### src/rtl/uart_pkg.sv
// Shared constants, status codes and FSM state type for the UART register responder.
package uart_pkg;

  localparam logic [7:0] SYNC_REQ = 8'hA5;
  localparam logic [7:0] SYNC_RSP = 8'h5A;
  localparam logic [7:0] CMD_RD   = 8'h01;
  localparam logic [7:0] CMD_WR   = 8'h02;

  localparam logic [7:0] ST_OK    = 8'h00;
  localparam logic [7:0] ST_CSUM  = 8'h01;
  localparam logic [7:0] ST_CMD   = 8'h02;
  localparam logic [7:0] ST_ADDR  = 8'h03;

  typedef enum logic [3:0] {
    S_IDLE,
    S_CMD,
    S_ADDR,
    S_DATA,
    S_CSUM,
    S_EXEC,
    S_TX_WAIT,
    S_TX_PULSE,
    S_TX_GAP,
    S_TX_DRAIN
  } state_t;

  function automatic logic [7:0] rsp_byte(input logic [1:0] idx,
                                          input logic [7:0] status,
                                          input logic [7:0] rdata);
    case (idx)
      2'd0:    rsp_byte = SYNC_RSP;
      2'd1:    rsp_byte = status;
      2'd2:    rsp_byte = rdata;
      default: rsp_byte = status ^ rdata;
    endcase
  endfunction

endpackage

### src/rtl/uart_reg_responder_if.sv
// Byte-level handshake bundle between the UART and the register responder.
interface uart_reg_responder_if;
  logic       rx_valid;
  logic [7:0] rx_data;
  logic       rx_read;
  logic       tx_busy;
  logic       tx_write;
  logic [7:0] tx_data;
  logic [7:0] ctrl_out;
  logic       frame_err;

  modport master (
    output rx_valid, rx_data, tx_busy,
    input  rx_read, tx_write, tx_data, ctrl_out, frame_err
  );

  modport slave (
    input  rx_valid, rx_data, tx_busy,
    output rx_read, tx_write, tx_data, ctrl_out, frame_err
  );
endinterface

### src/rtl/uart_reg_file.sv
// REG_DEPTH x 8 register file: synchronous write, asynchronous read, register 0 tapped out.
module uart_reg_file #(
  parameter int REG_DEPTH = 16,
  parameter int AW        = (REG_DEPTH > 1) ? $clog2(REG_DEPTH) : 1
) (
  input  logic          clk,
  input  logic          reset,
  input  logic          i_we,
  input  logic [AW-1:0] i_waddr,
  input  logic [7:0]    i_wdata,
  input  logic [AW-1:0] i_raddr,
  output logic [7:0]    o_rdata,
  output logic [7:0]    o_reg0
);

  logic [7:0] r_mem [REG_DEPTH];

  always_ff @(posedge clk) begin
    if (reset) begin
      for (int i = 0; i < REG_DEPTH; i++) r_mem[i] <= 8'h00;
    end else if (i_we) begin
      r_mem[i_waddr] <= i_wdata;
    end
  end

  assign o_rdata = r_mem[i_raddr];
  assign o_reg0  = r_mem[0];

endmodule

### src/rtl/uart_reg_responder.sv
// Parses A5-framed read/write commands from the UART and answers with a 4-byte 5A frame.
//   state      | meaning
//   S_IDLE     | hunt for 0xA5, discard anything else
//   S_CMD      | capture command byte
//   S_ADDR     | capture address byte
//   S_DATA     | capture write data (write command only)
//   S_CSUM     | capture checksum byte
//   S_EXEC     | one cycle: status, register access, latch response
//   S_TX_WAIT  | wait for transmitter idle
//   S_TX_PULSE | tx_write pulse for byte r_idx
//   S_TX_GAP   | let tx_busy rise
//   S_TX_DRAIN | wait for byte to finish, then next byte or idle
module uart_reg_responder
  import uart_pkg::*;
#(
  parameter int REG_DEPTH      = 16,
  parameter int TIMEOUT_CYCLES = 100000
) (
  input logic                 clk,
  input logic                 reset,
  uart_reg_responder_if.slave bus
);

  localparam int AW = (REG_DEPTH > 1) ? $clog2(REG_DEPTH) : 1;
  localparam int TW = $clog2(TIMEOUT_CYCLES + 1);

  state_t        r_state, w_next;
  logic          r_rx_read;
  logic [7:0]    r_cmd, r_addr, r_data, r_csum;
  logic [7:0]    r_status, r_rdata;
  logic [1:0]    r_idx;
  logic [TW-1:0] r_to_cnt;

  logic       w_frame, w_timeout, w_take, w_we, w_addr_bad;
  logic [7:0] w_sum, w_status, w_exec_rdata, w_reg_rdata;
  logic       w_tx_write, w_frame_err;
  logic [7:0] w_tx_data;

  assign w_frame   = (r_state == S_CMD) || (r_state == S_ADDR) ||
                     (r_state == S_DATA) || (r_state == S_CSUM);
  assign w_timeout = w_frame && (r_to_cnt == TW'(TIMEOUT_CYCLES));
  // A byte is never captured in the cycle rx_read is already high.
  assign w_take    = ((r_state == S_IDLE) || w_frame) && bus.rx_valid &&
                     !r_rx_read && !w_timeout;

  assign w_sum      = r_cmd ^ r_addr ^ ((r_cmd == CMD_WR) ? r_data : 8'h00);
  assign w_addr_bad = ({1'b0, r_addr} >= 9'(REG_DEPTH));
  assign w_status   = (w_sum != r_csum)                       ? ST_CSUM :
                      ((r_cmd != CMD_RD) && (r_cmd != CMD_WR)) ? ST_CMD  :
                      w_addr_bad                               ? ST_ADDR : ST_OK;
  assign w_we         = (r_state == S_EXEC) && (w_status == ST_OK) && (r_cmd == CMD_WR);
  assign w_exec_rdata = (w_status != ST_OK) ? 8'h00 :
                        (r_cmd == CMD_WR)   ? r_data : w_reg_rdata;

  uart_reg_file #(.REG_DEPTH(REG_DEPTH), .AW(AW)) u_regs (
    .clk     (clk),
    .reset   (reset),
    .i_we    (w_we),
    .i_waddr (r_addr[AW-1:0]),
    .i_wdata (r_data),
    .i_raddr (r_addr[AW-1:0]),
    .o_rdata (w_reg_rdata),
    .o_reg0  (bus.ctrl_out)
  );

  always_ff @(posedge clk) begin
    if (reset) begin
      r_state   <= S_IDLE;
      r_rx_read <= 1'b0;
    end else begin
      r_state   <= w_next;
      r_rx_read <= w_take;
    end
  end

  always_comb begin
    w_next = r_state;
    case (r_state)
      S_IDLE:     if (w_take && bus.rx_data == SYNC_REQ) w_next = S_CMD;
      S_CMD:      if (w_take) w_next = S_ADDR;
      S_ADDR:     if (w_take) w_next = (r_cmd == CMD_WR) ? S_DATA : S_CSUM;
      S_DATA:     if (w_take) w_next = S_CSUM;
      S_CSUM:     if (w_take) w_next = S_EXEC;
      S_EXEC:     w_next = S_TX_WAIT;
      S_TX_WAIT:  if (!bus.tx_busy) w_next = S_TX_PULSE;
      S_TX_PULSE: w_next = S_TX_GAP;
      S_TX_GAP:   w_next = S_TX_DRAIN;
      S_TX_DRAIN: if (!bus.tx_busy) w_next = (r_idx == 2'd3) ? S_IDLE : S_TX_WAIT;
      default:    w_next = S_IDLE;
    endcase
    if (w_timeout) w_next = S_IDLE;
  end

  // Outputs are gated by reset so an abort takes effect in the reset cycle itself.
  always_comb begin
    w_tx_write  = (r_state == S_TX_PULSE) && !reset;
    w_tx_data   = w_tx_write ? rsp_byte(r_idx, r_status, r_rdata) : 8'h00;
    w_frame_err = !reset && (w_timeout ||
                  ((r_state == S_EXEC) && (w_status != ST_OK)));
  end

  assign bus.rx_read   = r_rx_read;
  assign bus.tx_write  = w_tx_write;
  assign bus.tx_data   = w_tx_data;
  assign bus.frame_err = w_frame_err;

  always_ff @(posedge clk) begin
    if (reset) begin
      r_cmd    <= 8'h00;
      r_addr   <= 8'h00;
      r_data   <= 8'h00;
      r_csum   <= 8'h00;
      r_status <= 8'h00;
      r_rdata  <= 8'h00;
      r_idx    <= 2'd0;
      r_to_cnt <= '0;
    end else begin
      if (w_take) begin
        case (r_state)
          S_CMD:   r_cmd  <= bus.rx_data;
          S_ADDR:  r_addr <= bus.rx_data;
          S_DATA:  r_data <= bus.rx_data;
          S_CSUM:  r_csum <= bus.rx_data;
          default: ;
        endcase
      end
      if (!w_frame || w_take) r_to_cnt <= '0;
      else                    r_to_cnt <= r_to_cnt + TW'(1);
      if (r_state == S_EXEC) begin
        r_status <= w_status;
        r_rdata  <= w_exec_rdata;
        r_idx    <= 2'd0;
      end else if (r_state == S_TX_DRAIN && !bus.tx_busy && r_idx != 2'd3) begin
        r_idx <= r_idx + 2'd1;
      end
    end
  end

endmodule

### src/flat_wrapper.sv
// flat-port wrapper written by rule: the top's interface ports become plain ports
module uart_reg_responder_flat import uart_pkg::*;
#(
  parameter int REG_DEPTH      = 16,
  parameter int TIMEOUT_CYCLES = 100000
)
  (clk, reset, bus_rx_valid, bus_rx_data, bus_tx_busy, bus_rx_read, bus_tx_write, bus_tx_data, bus_ctrl_out, bus_frame_err);
  uart_reg_responder_if bus_i ();
  input logic clk;
  input logic reset;
  input wire logic [$bits(bus_i.rx_valid)-1:0] bus_rx_valid;
  input wire logic [$bits(bus_i.rx_data)-1:0] bus_rx_data;
  input wire logic [$bits(bus_i.tx_busy)-1:0] bus_tx_busy;
  output wire logic [$bits(bus_i.rx_read)-1:0] bus_rx_read;
  output wire logic [$bits(bus_i.tx_write)-1:0] bus_tx_write;
  output wire logic [$bits(bus_i.tx_data)-1:0] bus_tx_data;
  output wire logic [$bits(bus_i.ctrl_out)-1:0] bus_ctrl_out;
  output wire logic [$bits(bus_i.frame_err)-1:0] bus_frame_err;
  assign bus_i.rx_valid = bus_rx_valid;
  assign bus_i.rx_data = bus_rx_data;
  assign bus_i.tx_busy = bus_tx_busy;
  assign bus_rx_read = bus_i.rx_read;
  assign bus_tx_write = bus_i.tx_write;
  assign bus_tx_data = bus_i.tx_data;
  assign bus_ctrl_out = bus_i.ctrl_out;
  assign bus_frame_err = bus_i.frame_err;
  uart_reg_responder #(.REG_DEPTH(REG_DEPTH), .TIMEOUT_CYCLES(TIMEOUT_CYCLES)) u_core (.clk(clk), .reset(reset), .bus(bus_i));
endmodule
### config.mk
export PLATFORM = sky130hd
export DESIGN_NAME = uart_reg_responder_flat
export DESIGN_NICKNAME = d
export VERILOG_FILES = /design/src/rtl/uart_pkg.sv /design/src/rtl/uart_reg_responder_if.sv /design/src/rtl/uart_reg_file.sv /design/src/rtl/uart_reg_responder.sv /design/src/flat_wrapper.sv
export SDC_FILE = /design/constraint.sdc
export NUM_CORES = 1
export LEC_CHECK = 0
export ABC_CLOCK_PERIOD_IN_PS = 4200
export CAP_MARGIN = 5
export CORE_UTILIZATION = 62
export DETAILED_ROUTE_END_ITERATION = 8
export HOLD_SLACK_MARGIN = 0.12
export PLACE_DENSITY = 0.77
export SYNTH_ARGS = -nofsm -noshare
export SYNTH_HDL_FRONTEND = slang
export SYNTH_SLANG_ARGS = --single-unit
export TNS_END_PERCENT = 1
### constraint.sdc
create_clock -name clk -period 4.2 [get_ports clk]
set_input_delay 0.42 -clock clk [delete_from_list [all_inputs] [get_ports clk]]
set_output_delay 0.42 -clock clk [all_outputs]
set_load 0.1 [all_outputs]
==> out/qor.txt <==
LOGIC SYNTHESIS
--------------------------------------------------------------------------
Asr flop ratio synth                                                    0%
Mean Syn Cell Area                                                12.4 um2
Seq/Total Area, Yosys                                                51.2%
Post-synth EDFFs                                                       128
Distinct cell type count of the synthesized netlist                     55
Register bit total from synthesis                                      198
Number of nets in the synthesized netlist                              845
Most common flop cell mapped by yosys                             edfxtp_1
Number of warnings issued by yosys                                       0
Cell area after synthesis                                        10200 um2
Post-synthesis cell count                                              826

DETAILED ROUTING
--------------------------------------------------------------------------
Final antenna-violating net count                                        0
Total wire length after detailed routing                           25.1 mm
First DRT Iteration DRCs                                               986
1st-pass router iterations                                               5
Remaining routing DRC violations                                         0
Average wire length per cell after detail routing                  23.8 um
Ratio of routed vias to standard cells                                6.75
Via count                                                             7136

SETUP PATH
--------------------------------------------------------------------------
Reg-to-Reg End                                                u_core.u_regs.r_mem[11][2]$_SDFFCE_PN0P_
Kind of critical path                                         flip-flop to primary output
Reg-to-reg slack, setup                                            0.50 ns
Peak fanout along the critical path                                     50
Startpoint of the worst-slack reg-to-reg timing path          u_core.r_cmd[6]$_SDFFE_PP0P_
CP bufs+invs                                                             2
Crit path max-delay family                                    simple AND/OR/NAND/NOR gates
Critical Path Slowest Stage Cell                                     or4_4
R2R depth                                                                9
Crit path largest cell delay                                       0.56 ns
Most common cell type on the critical path                           or4_4
CP Data Arrival Time                                               3.31 ns
Data required time of the critical path                            3.78 ns
Cells along the critical path                                 or4_4 > or4_4 > buf_4 > a41oi_1 > a21oi_2 > and3_1 > a21oi_1 > buf_12
Crit path capture type                                        primary output
Category of the worst setup path launch point                    flip-flop

TIMING
--------------------------------------------------------------------------
Total negative slack                                                  0 ns
Highest clock frequency the design can meet                        268 MHz
Final number of setup-violating endpoints                                0
Max-slew headroom                                                    16.3%
Final-report hold violation count                                        0
RSZ-0062 raised after global routing                                 false
Least-Margin Pin Slew                                              1.25 ns
Period utilization                                                   88.7%
Minimum period implied by the final worst setup slack              3.73 ns
Skew final                                                      0.00751 ns
Max-slew violation total from the final report                           0

CLOCK TREE
--------------------------------------------------------------------------
Clock tree from TritonCTS                                            built
Gates resized, CTS repair                                                0
Post-CTS Repair Setup Buffers                                            0
Clock Tree Root                                                  clkbuf_16
# clock sinks                                                          198
Number of CTS-inserted buffers                                          17
Worst-path clk slew                                                0.07 ns
Hold-fix buffers at CTS                                                  0
Clock insertion delay at the later pin of the skew report          0.44 ns
Total number of H-tree levels                                            4
CTS max path bufs                                                        2

FLOORPLAN
--------------------------------------------------------------------------
Horizontal die dimension                                            131 um
Top-level port count                                                    31
Initial core utilization                                             64.0%
Row count                                                               46
Placeable core region                                            16000 um2
Die height                                                          131 um
Total Die Area                                                   17000 um2

POWER
--------------------------------------------------------------------------
Static power due to leakage                                        3.39 nW
PD cells                                                        353 nW/um2
Highest ir drop seen on vdd                                       0.264 mV

FINAL LAYOUT
--------------------------------------------------------------------------
Area grow syn2layout                                                 12.6%
Fraction of layout instances using a drive strength above 1          25.9%
Antenna diode count                                                      0
Post-layout instance area                                        11500 um2
Number of nets in the finished design                                  847

PLACEMENT
--------------------------------------------------------------------------
Placer's final routability congestion estimate                       0.814
Detailed Place HPWL                                                17.0 mm
Count of buffers inserted at the top-level ports                        30
Area after detailed placement                                    10900 um2

WORST HOLD PATH
--------------------------------------------------------------------------
Endpoint of the worst hold-timing path                        u_core.r_rdata[7]$_SDFFE_PP0P_
Path category of the worst min-delay check                    flip-flop to flip-flop
Startpoint of the lowest-slack hold path                      u_core.r_rdata[7]$_SDFFE_PP0P_
Hold Path Cell Cnt                                                       2

GRT
--------------------------------------------------------------------------
First-pass GRT wire length                                         38.9 mm
Initial antenna violation count                                          0
Number of global-route vias before repair                             7093
Largest net degree at the start of global routing                       65
Global-route total usage across every layer                          31.0%
Total congestion overflow after global routing                           0

STATUS
--------------------------------------------------------------------------
Result of the run                                             complete, no violations

RUN
--------------------------------------------------------------------------
Number of max-cap violations                                             0

-- cell families (layout without fill, tap and decap cells) --
family | count (synthesis) | after routing | synth area share (%)
adders and majority gates | 7 | 7 | 0.855
muxes | 84 | 84 | 12.1
AOI/OAI and AO/OA | 78 | 78 | 5.06
xor gates and xnor gates | 31 | 31 | 3.76
buffers and inverters | 90 | 105 | 4.02
DFF | 198 | 198 | 51.2
and+or+nand+nor | 338 | 338 | 23.0
-- synthesized netlist by cell type, drive strengths merged, types with 11 or more instances --
library cell	n	area share, %
nor2	69	2.6
o21ai	31	1.5
mux4	32	7.0
buf	26	1.7
mux2i	52	5.1
nor4	132	13
xor2	13	1.1
dfxtp	70	14
and3	16	0.98
o41ai	16	1.4
nor2b	11	0.67
edfxtp	128	38
clkbuf	54	2.0
a21oi	16	0.82
nand2	59	2.2
-- where the power goes --
group	switching, W	internal (W)	leakage [nW]
clock network	0.000746	0.00100	0.306
logic	0.000111	0.0000633	1.31
registers	0.0000218	0.00213	1.78
total	0.000879	0.00319	3.39
-- worst reg2reg max path, stage by stage, from the launching register on --
cell and delay (ns):
dfxtp_1 0.33, or4_4 0.55, or4_4 0.57, buf_4 0.35
a41oi_1 0.30, a21oi_2 0.09, nand4_4 0.19, buf_4 0.42
buf_4 0.49, nor4_1 0.14
-- stage by stage --
step                      power, W  setup slack, ns  hold WS, ns  utilization [%]  instances
final                      0.00407            0.474        0.455             72.1       1057
after global routing       0.00415            0.372        0.475             72.1       1057
after CTS                  0.00407            0.458        0.456             72.1       1056
after detailed placement   0.00236            0.533        0.440             68.2       1024
after global placement     0.00235            0.649        0.447             68.2       1024
after floorplan            0.00228            0.375        0.417                -        826
-- area by class of cell --
type | instances | area (um2)
tap | 216 | 270
sequential | 198 | 5250
timing repair buffer | 63 | 648
multi-input combinational | 538 | 4710
clock buffer | 17 | 425
inverter | 10 | 37.5
clock inverter | 15 | 199
fill | 1097 | 4460
-- layout by cell type (no fill, tap or decap), drive strengths merged, types with 10 or more instances in the layout --
cell type and n:
buf 43, edfxtp 128, nor2 69, mux4 32, clkdlybuf4s50 20, nor4 132, o21ai 31, dfxtp 70
nand2 59, clkbuf 17, and3 16, nor2b 11, a21oi 16, o41ai 16, xnor2 10, xor2 13
inv 14, mux2i 52
-- how the worst max path moves through the flow --
| stage | startpoint | end | slack, ns | depth (start not counted) |
|---|---|---|---|---|
| final | u_core.r_cmd[6]$_SDFFE_PP0P_ | bus_frame_err | 0.47 | 8 |
| after detailed placement | u_core.r_cmd[6]$_SDFFE_PP0P_ | u_core.u_regs.r_mem[10][6]$_SDFFCE_PN0P_ | 0.53 | 9 |
| after global placement | u_core.r_cmd[6]$_SDFFE_PP0P_ | u_core.u_regs.r_mem[0][6]$_SDFFCE_PN0P_ | 0.65 | 9 |
| after global routing | u_core.r_cmd[6]$_SDFFE_PP0P_ | u_core.u_regs.r_mem[11][6]$_SDFFCE_PN0P_ | 0.37 | 9 |
| after CTS | u_core.r_cmd[6]$_SDFFE_PP0P_ | bus_frame_err | 0.46 | 8 |
| after floorplan | u_core.r_state[1]$_SDFFE_PP0P_ | bus_tx_data[3] | 0.38 | 6 |
-- registers in the layout, indices dropped and copies added (netlist names), named ones only --
name and count:
u_core.u_regs.r_mem 128, u_core.r_idx 2, u_core.bus.rx_read 1, u_core.r_cmd 8, u_core.r_to_cnt 17, u_core.r_status 2, u_core.r_state 4, u_core.r_rdata 8
u_core.r_data 8, u_core.r_addr 8, u_core.r_csum 8
-- layer usage --
metal	track usage [%]	vias to the layer above	part of all wire [%]
met2	51.3	338	50
met5	0	-	0
met4	12.3	0	2.9
met1	41.0	3566	41
met3	5.05	56	6.5
li1	-	3176	-
Note: power is estimated with default switching activity, not from simulation.
